## src/rtl/eda_output_streamer.sv

```systemverilog
// Snapshots the M x N regional-max bit-matrix on start and streams it out row by row
// as OUT_WIDTH-bit beats over a valid/ready handshake.
module eda_output_streamer #(
    parameter int M          = 16,
    parameter int N          = 16,
    parameter int OUT_WIDTH  = 8,
    parameter int I_WIDTH    = 4,
    parameter int BEAT_WIDTH = 1
) (
    input  logic                       clk,
    input  logic                       reset_n,
    input  logic                       clear,
    input  logic                       start,
    input  logic [M-1:0][N-1:0]        matrix_in,
    output logic                       busy,
    output logic                       out_valid,
    input  logic                       out_ready,
    output logic [OUT_WIDTH-1:0]       out_data,
    output logic [I_WIDTH-1:0]         out_row,
    output logic [BEAT_WIDTH-1:0]      out_beat,
    output logic                       out_last,
    output logic                       done
);

    localparam int BPR   = (N + OUT_WIDTH - 1) / OUT_WIDTH;
    localparam int PAD_W = BPR * OUT_WIDTH;
    localparam logic [I_WIDTH-1:0]    ROW_MAX  = I_WIDTH'(M - 1);
    localparam logic [BEAT_WIDTH-1:0] BEAT_MAX = BEAT_WIDTH'(BPR - 1);

    typedef enum logic [1:0] {IDLE, LOAD, SEND, DONE} state_t;

    state_t                  state;
    logic [M-1:0][N-1:0]     snap;
    logic [I_WIDTH-1:0]      row;
    logic [BEAT_WIDTH-1:0]   beat;
    logic [PAD_W-1:0]        row_padded;
    logic [PAD_W-1:0]        row_shifted;

    assign out_row  = row;
    assign out_beat = beat;

    // Beat data is a pure function of registers; widening the row zero-fills columns >= N.
    // NOTE: every signal driven in always_comb gets a default first so no latch can be inferred.
    always_comb begin
        row_padded  = PAD_W'(snap[row]);
        row_shifted = row_padded >> (int'(beat) * OUT_WIDTH);
        out_data    = '0;
        if (out_valid) out_data = row_shifted[OUT_WIDTH-1:0];
    end

    // NOTE: sequential state uses non-blocking assignments only, so every flop samples pre-edge values.
    always_ff @(posedge clk or negedge reset_n) begin
        if (!reset_n) begin
            state     <= IDLE;
            busy      <= 1'b0;
            out_valid <= 1'b0;
            out_last  <= 1'b0;
            done      <= 1'b0;
            row       <= '0;
            beat      <= '0;
            // NOTE: the snapshot is reset to all 1s to mirror the upstream RAM's reset contents.
            snap      <= '1;
        end else if (clear) begin
            state     <= IDLE;
            busy      <= 1'b0;
            out_valid <= 1'b0;
            out_last  <= 1'b0;
            done      <= 1'b0;
            row       <= '0;
            beat      <= '0;
        end else begin
            case (state)
                IDLE: begin
                    done <= 1'b0;
                    if (start) begin
                        state <= LOAD;
                        busy  <= 1'b1;
                    end
                end
                LOAD: begin
                    snap      <= matrix_in;
                    row       <= '0;
                    beat      <= '0;
                    out_valid <= 1'b1;
                    out_last  <= (M == 1) && (BPR == 1);
                    state     <= SEND;
                end
                SEND: begin
                    if (out_valid && out_ready) begin
                        if (out_last) begin
                            state     <= DONE;
                            out_valid <= 1'b0;
                            out_last  <= 1'b0;
                            done      <= 1'b1;
                        end else if (beat == BEAT_MAX) begin
                            beat     <= '0;
                            row      <= row + 1'b1;
                            out_last <= (BPR == 1) && (row == ROW_MAX - 1'b1);
                        end else begin
                            beat     <= beat + 1'b1;
                            out_last <= (row == ROW_MAX) && (beat == BEAT_MAX - 1'b1);
                        end
                    end
                end
                DONE: begin
                    state <= IDLE;
                    busy  <= 1'b0;
                    done  <= 1'b0;
                end
                default: state <= IDLE;
            endcase
        end
    end

endmodule

```

## config.mk

```make
export PLATFORM = sky130hd
export DESIGN_NAME = eda_output_streamer
export DESIGN_NICKNAME = d
export VERILOG_FILES = /design/src/rtl/eda_output_streamer.sv
export SDC_FILE = /design/constraint.sdc
export NUM_CORES = 1
export LEC_CHECK = 0
export ABC_CLOCK_PERIOD_IN_PS = 2600
export BUFFER_PORTS_ARGS = -buffer_cell sky130_fd_sc_hd__clkbuf_2
export CAP_MARGIN = 30
export CORE_MARGIN = 1.5
export CORE_UTILIZATION = 56
export CTS_BUF_LIST = sky130_fd_sc_hd__clkbuf_4 sky130_fd_sc_hd__clkbuf_8
export DETAILED_ROUTE_END_ITERATION = 8
export PLACE_DENSITY = 0.87
export SLEW_MARGIN = 20
export SYNTH_ARGS = -nofsm -noshare
export SYNTH_HDL_FRONTEND = slang
export SYNTH_SLANG_ARGS = --single-unit
```

## constraint.sdc

```tcl
create_clock -name clk -period 2.6 [get_ports clk]
set_clock_uncertainty 0.2 [all_clocks]
set_input_delay 0.26 -clock clk [delete_from_list [all_inputs] [get_ports clk]]
set_output_delay 0.26 -clock clk [all_outputs]
set_load 0.01 [all_outputs]
```

---- Word-level counts from Yosys, hierarchy flattened ----
Cells that the tools add are included.
Widths: inputs -> output; s select.
word-level totals
  flip-flop bits (word level) ............. 267
  input bits .............................. 261
  output and inout bits ................... 17
cells by class
  add/subtract/negate cells ............... 2
  $lt $le $gt $ge ......................... 1
  equal/unequal tests ..................... 9
  shift-type cells ........................ 1
  muxes and demuxes ....................... 34
  bitwise gates (word level) .............. 2
  reduce and logical (&&, ||, !) cells .... 15
operator list
  operator             count
  $bmux 16 s4          1
  $mux 1               16
  $mux 16              1
  $mux 4               4
  $shr 16x4->8         1
  $ne 3x3->1 const B   5
  $reduce_and 3->1     4
  $pmux 1 s2           5
  $reduce_bool 3->1    3
  $mux 2               4
  $mux 8               1
  $pmux 2 s4           1
  $pmux 4 s2           1
  $reduce_and 2->1     3
  $lt 4x5->1 const B   1
  $add 4x1->4 const B  1
  $eq 2x2->1 const B   2
  $eq 4x4->1 const B   1
  $reduce_and 4->1     1
  $eq 2x1->1 const B   1
  $logic_and 1x1->1    2
  $logic_not 2->1      1
  $not 1->1            2
  $reduce_or 2->1      1
  $add 1x1->1 const B  1

---- Depth between registers and ports, before layout ----
  word-level depth ........................ 7
  gate-level depth with buffers ........... 7
  depth with buffers taken out ............ 6

---- Least setup slack after synthesis ----
OpenSTA, ideal clock, no wires.
  kind .................................... flip-flop to output port
  start point ............................. register row[0], in the netlist out_row[0]
  end point ............................... output port out_data[0]
  arrival ................................. 1.754 ns
  slack ................................... 0.386 ns
  stages on the path, launching flop included .. 6
  buffers on the path ..................... 1
  cell sequence ........................... dfrtp_1 > buf_4 > mux4_2 > mux2_2 > o221ai_1 > a31oi_1
between the ends
  cells in the longest elaborated chain, start to end .. 4
RTL lines
  item                           RTL line  source
  from (decl)                    34        logic [I_WIDTH-1:0] row;
  from (signal assigned)         97        row <= row + 1'b1;
  $bmux 16 s4                    45        row_padded = PAD_W'(snap[row]);
  $mux 16 (implied by the code)  45
  $shr 16x4->8                   46        row_shifted = row_padded >> (int'(beat) * OUT_WIDTH);
  $mux 8                         48        if (out_valid) out_data = row_shifted[OUT_WIDTH-1:0];
  to (decl)                      18        output logic [OUT_WIDTH-1:0] out_data,
No other way between the ends. The select of a mux whose other input is x is not followed.

---- Worst setup path in the final report ----
  start point ............................. register row[1], in the netlist out_row[1]
  end point ............................... output port out_data[3]
The elaborated chain is that of the path after synthesis.

==> reports/metrics.csv <==
stage,metric,value,unit
finish,Filler cells,1013,
drt,Routed WL,42.4,mm
worst_setup_path,CP endpoint kind,primary output,
outcome,status,"finished, violations left",
drt,routed len/inst,25.8,µm
worst_setup_path,critical path class,flip-flop to primary output,
drt,wl on met1,14.8,mm
placed_design,Placed Area,14400,µm²
power_and_ir_drop,maximum vdd ir drop,0.000719,V
global_route,largest net degree at the start of global routing,103,
floorplanning,Rows,54,
sta,Fmax achieved,332,MHz
sta,measured slew at the worst slew-check pin,0.704,ns
synthesis,sequential share of the synthesized area,56.1,%
cts,CTS Root Cell,clkbuf_8,
sta,unrepaired setup endpoints after global routing,true,
worst_setup_path,CP arrival,2.56,ns
drt,Routed met2 length,22.0,mm
sta,endpoints failing hold,0,
finish,Area Overhead vs Synth,46.0,%
drt,antenna-violating nets left,0,
floorplanning,total I/O pin count,278,
placed_design,port bufs,277,
cts,CTS tree,built,
synthesis,largest area contributor in the netlist,dfstp_2,
cts,Num CTS Buffers,44,
power_and_ir_drop,Leakage,7.49,nW
sta,worst hold slack,0.0582,ns
global_route,first-pass GRT wire length,64.1,mm
drt,Residual DRC,0,
cts,Clock Pin Slew Worst Setup and Hold Paths,0.06,ns
synthesis,instance count of the mapped netlist,758,
floorplanning,Die Y,152,µm
drt,Initial DRT Pass Iterations,4,
placed_design,Final GP Congestion,0.842,
drt,DR top layer,met4,
worst_setup_path,CP Max Fanout,7,
floorplanning,Die W,152,µm
sta,minimum clock period,3.02,ns
worst_setup_path,CP Data Required Time,2.14,ns
synthesis,synth unique cells,36,
floorplanning,initial core utilization,57.2,%
cts,CTS H-tree depth,2,
synthesis,"top cells by area, synth","dfstp_2 54%, mux2_2 25%, mux4_2 12%, dfrtp_1 2.2%, buf_2 1.4%",
power_and_ir_drop,Pwr Density,1050,nW/µm²
finish,final instance area,18200,µm²
floorplanning,Core ar.,21800,µm²
synthesis,post-synthesis cell area,12500,µm²
synthesis,Mapped Nets,1024,
finish,"most common cell after layout, fill and taps aside",clkbuf_2,
sta,Final setup viols,8,
outcome,failing checks,setup timing,
global_route,vias in the first global route,11000,
synthesis,YS warnings,0,
finish,number of nets in the layout,1595,
finish,"commonest non-fill, non-tap cells in the layout","272 x clkbuf_2, 267 x mux2_2, 261 x dlygate4sd3_1",
finish,layout cell share with drive strength beyond 1,74.9,%
global_route,antenna violations before repair,5,
synthesis,share of the synthesized area in the top cell type,53.9,%
drt,Initial DRC Count,581,
job,max cap viols,0,
global_route,GRT Total Usage,36.8,%
cts,Worst-Skew Late Latency,0.55,ns
sta,fin crit share,116,%
worst_hold_path,Hold Crit Class,input port to flip-flop,
placed_design,Detail Placement HPWL,22.6,mm
drt,met3 wire length,2.70,mm
cts,number of clock sinks,267,
sta,fin worst setup slack,-0.416,ns
sta,headroom to the max-slew limit,53.1,%
synthesis,Syn Area/Cell,16.5,µm²
drt,Vias,9607,
floorplanning,DIE AREA,23200,µm²
synthesis,register bit count reported by yosys,267,
cts,Max Buffers Root-to-Sink,3,
finish,final core occ,83.5,%
placed_design,pre-CTS setup slack,-0.0402,ns
global_route,total global routing overflow,0,
sta,"Slew Viols, Final",0,
drt,via density per instance,5.84,
worst_setup_path,CP Launch Type,flip-flop,
state kept, by name, indices dropped and copies added (netlist names):
register and count:
done 1, out_row 4, snap 256, busy 1
state 2, out_beat 1, out_valid 1, out_last 1
per-layer routing:
metal,GRT usage [%],vias to the layer above
met1,41.5,4872
met5,0,-
met4,22.7,0
met2,64.0,531
met3,7.74,197
li1,-,4007
layout make-up:
class | count | area, µm² | area share [%]
antenna | 5 | 12.5 | 0.0686
tap | 280 | 350 | 1.92
multi-input combinational | 434 | 5340 | 29.3
clock inverter | 8 | 45.0 | 0.247
clock buffer | 70 | 876 | 4.80
inverter | 3 | 11.3 | 0.0618
sequential | 267 | 7010 | 38.4
timing repair buffer | 579 | 4580 | 25.1
final timing paths:
check	start	to	slack (ns)	depth (start not counted)
min	out_ready	done	0.06	4
min in group asynchronous	reset_n	snap[174]	0.16	2
max in group asynchronous	reset_n	out_row[3]	1.41	3
max	out_row[1]	out_data[3]	-0.42	7
min reg2reg	done	done	0.37	2
max reg2reg	state[1]	snap[136]	0.30	6
where the power goes:
| part | total (mW) | switching (mW) | leakage (nW) | internal, mW |
|---|---|---|---|---|
| Clock | 3.96 | 1.82 | 0.491 | 2.14 |
| Combinational | 5.85 | 2.29 | 4.16 | 3.55 |
| Sequential | 9.26 | 1.54 | 2.84 | 7.73 |
what timing repair did:
action                                  4_1_cts  5_1_grt
pin swaps                                     9        2
hold buffers                                261        0
hold endpoints to repair                    384        0
setup buffers                                 5        3
endpoints found under the setup margin        8        8
cloned                                        2        0
gates resized for setup                      33       15
per-stage QoR:
stage                     TNS (ns)  total power, mW  instances
after floorplan                  0             12.3        758
after global placement           0             13.7       1296
after detailed placement   -0.0402             14.0       1296
after CTS                    -3.01             18.3       1639
after global routing         -3.54             19.7       1646
final                        -3.10             19.1       1646
cell usage after synthesis (all sizes together):
cell and count:
a211oi 1, a21o 1, a21oi 8, a22o 1
a22oi 8, a311oi 1, a31oi 7, a32o 1
and2 1, and3 2, and4b 1, buf 43
clkbuf 11, dfrtp 11, dfstp 256, ha 5
inv 3, mux2 274, mux2i 7, mux4 64
nand2 7, nand2b 3, nand3 5, nand3b 1
nor2 3, nor2b 8, nor4bb 1, o21ai 8
o221ai 7, o22ai 2, o41ai 1, or2 6
logic make-up (layout without fill, tap and decap cells):
| logic type | count (synthesis) | count (layout) | synth area share (%) |
|---|---|---|---|
| simple gates | 38 | 38 | 1.72 |
| compound gates | 46 | 46 | 2.48 |
| fa+ha+maj | 5 | 5 | 0.501 |
| other cells | 0 | 5 | 0 |
| flops | 267 | 267 | 56.1 |
| buf+inv | 57 | 660 | 2.40 |
| mux | 345 | 345 | 36.8 |
critical path: stages, from the launching register on:
cell and delay [ns]:
dfrtp_4 0.46, buf_12 0.17, buf_12 0.14, mux4_2 0.50, mux2_4 0.30, o221ai_2 0.15, a31oi_2 0.10, clkbuf_2 0.17
Power figures use the tool's default switching activity.
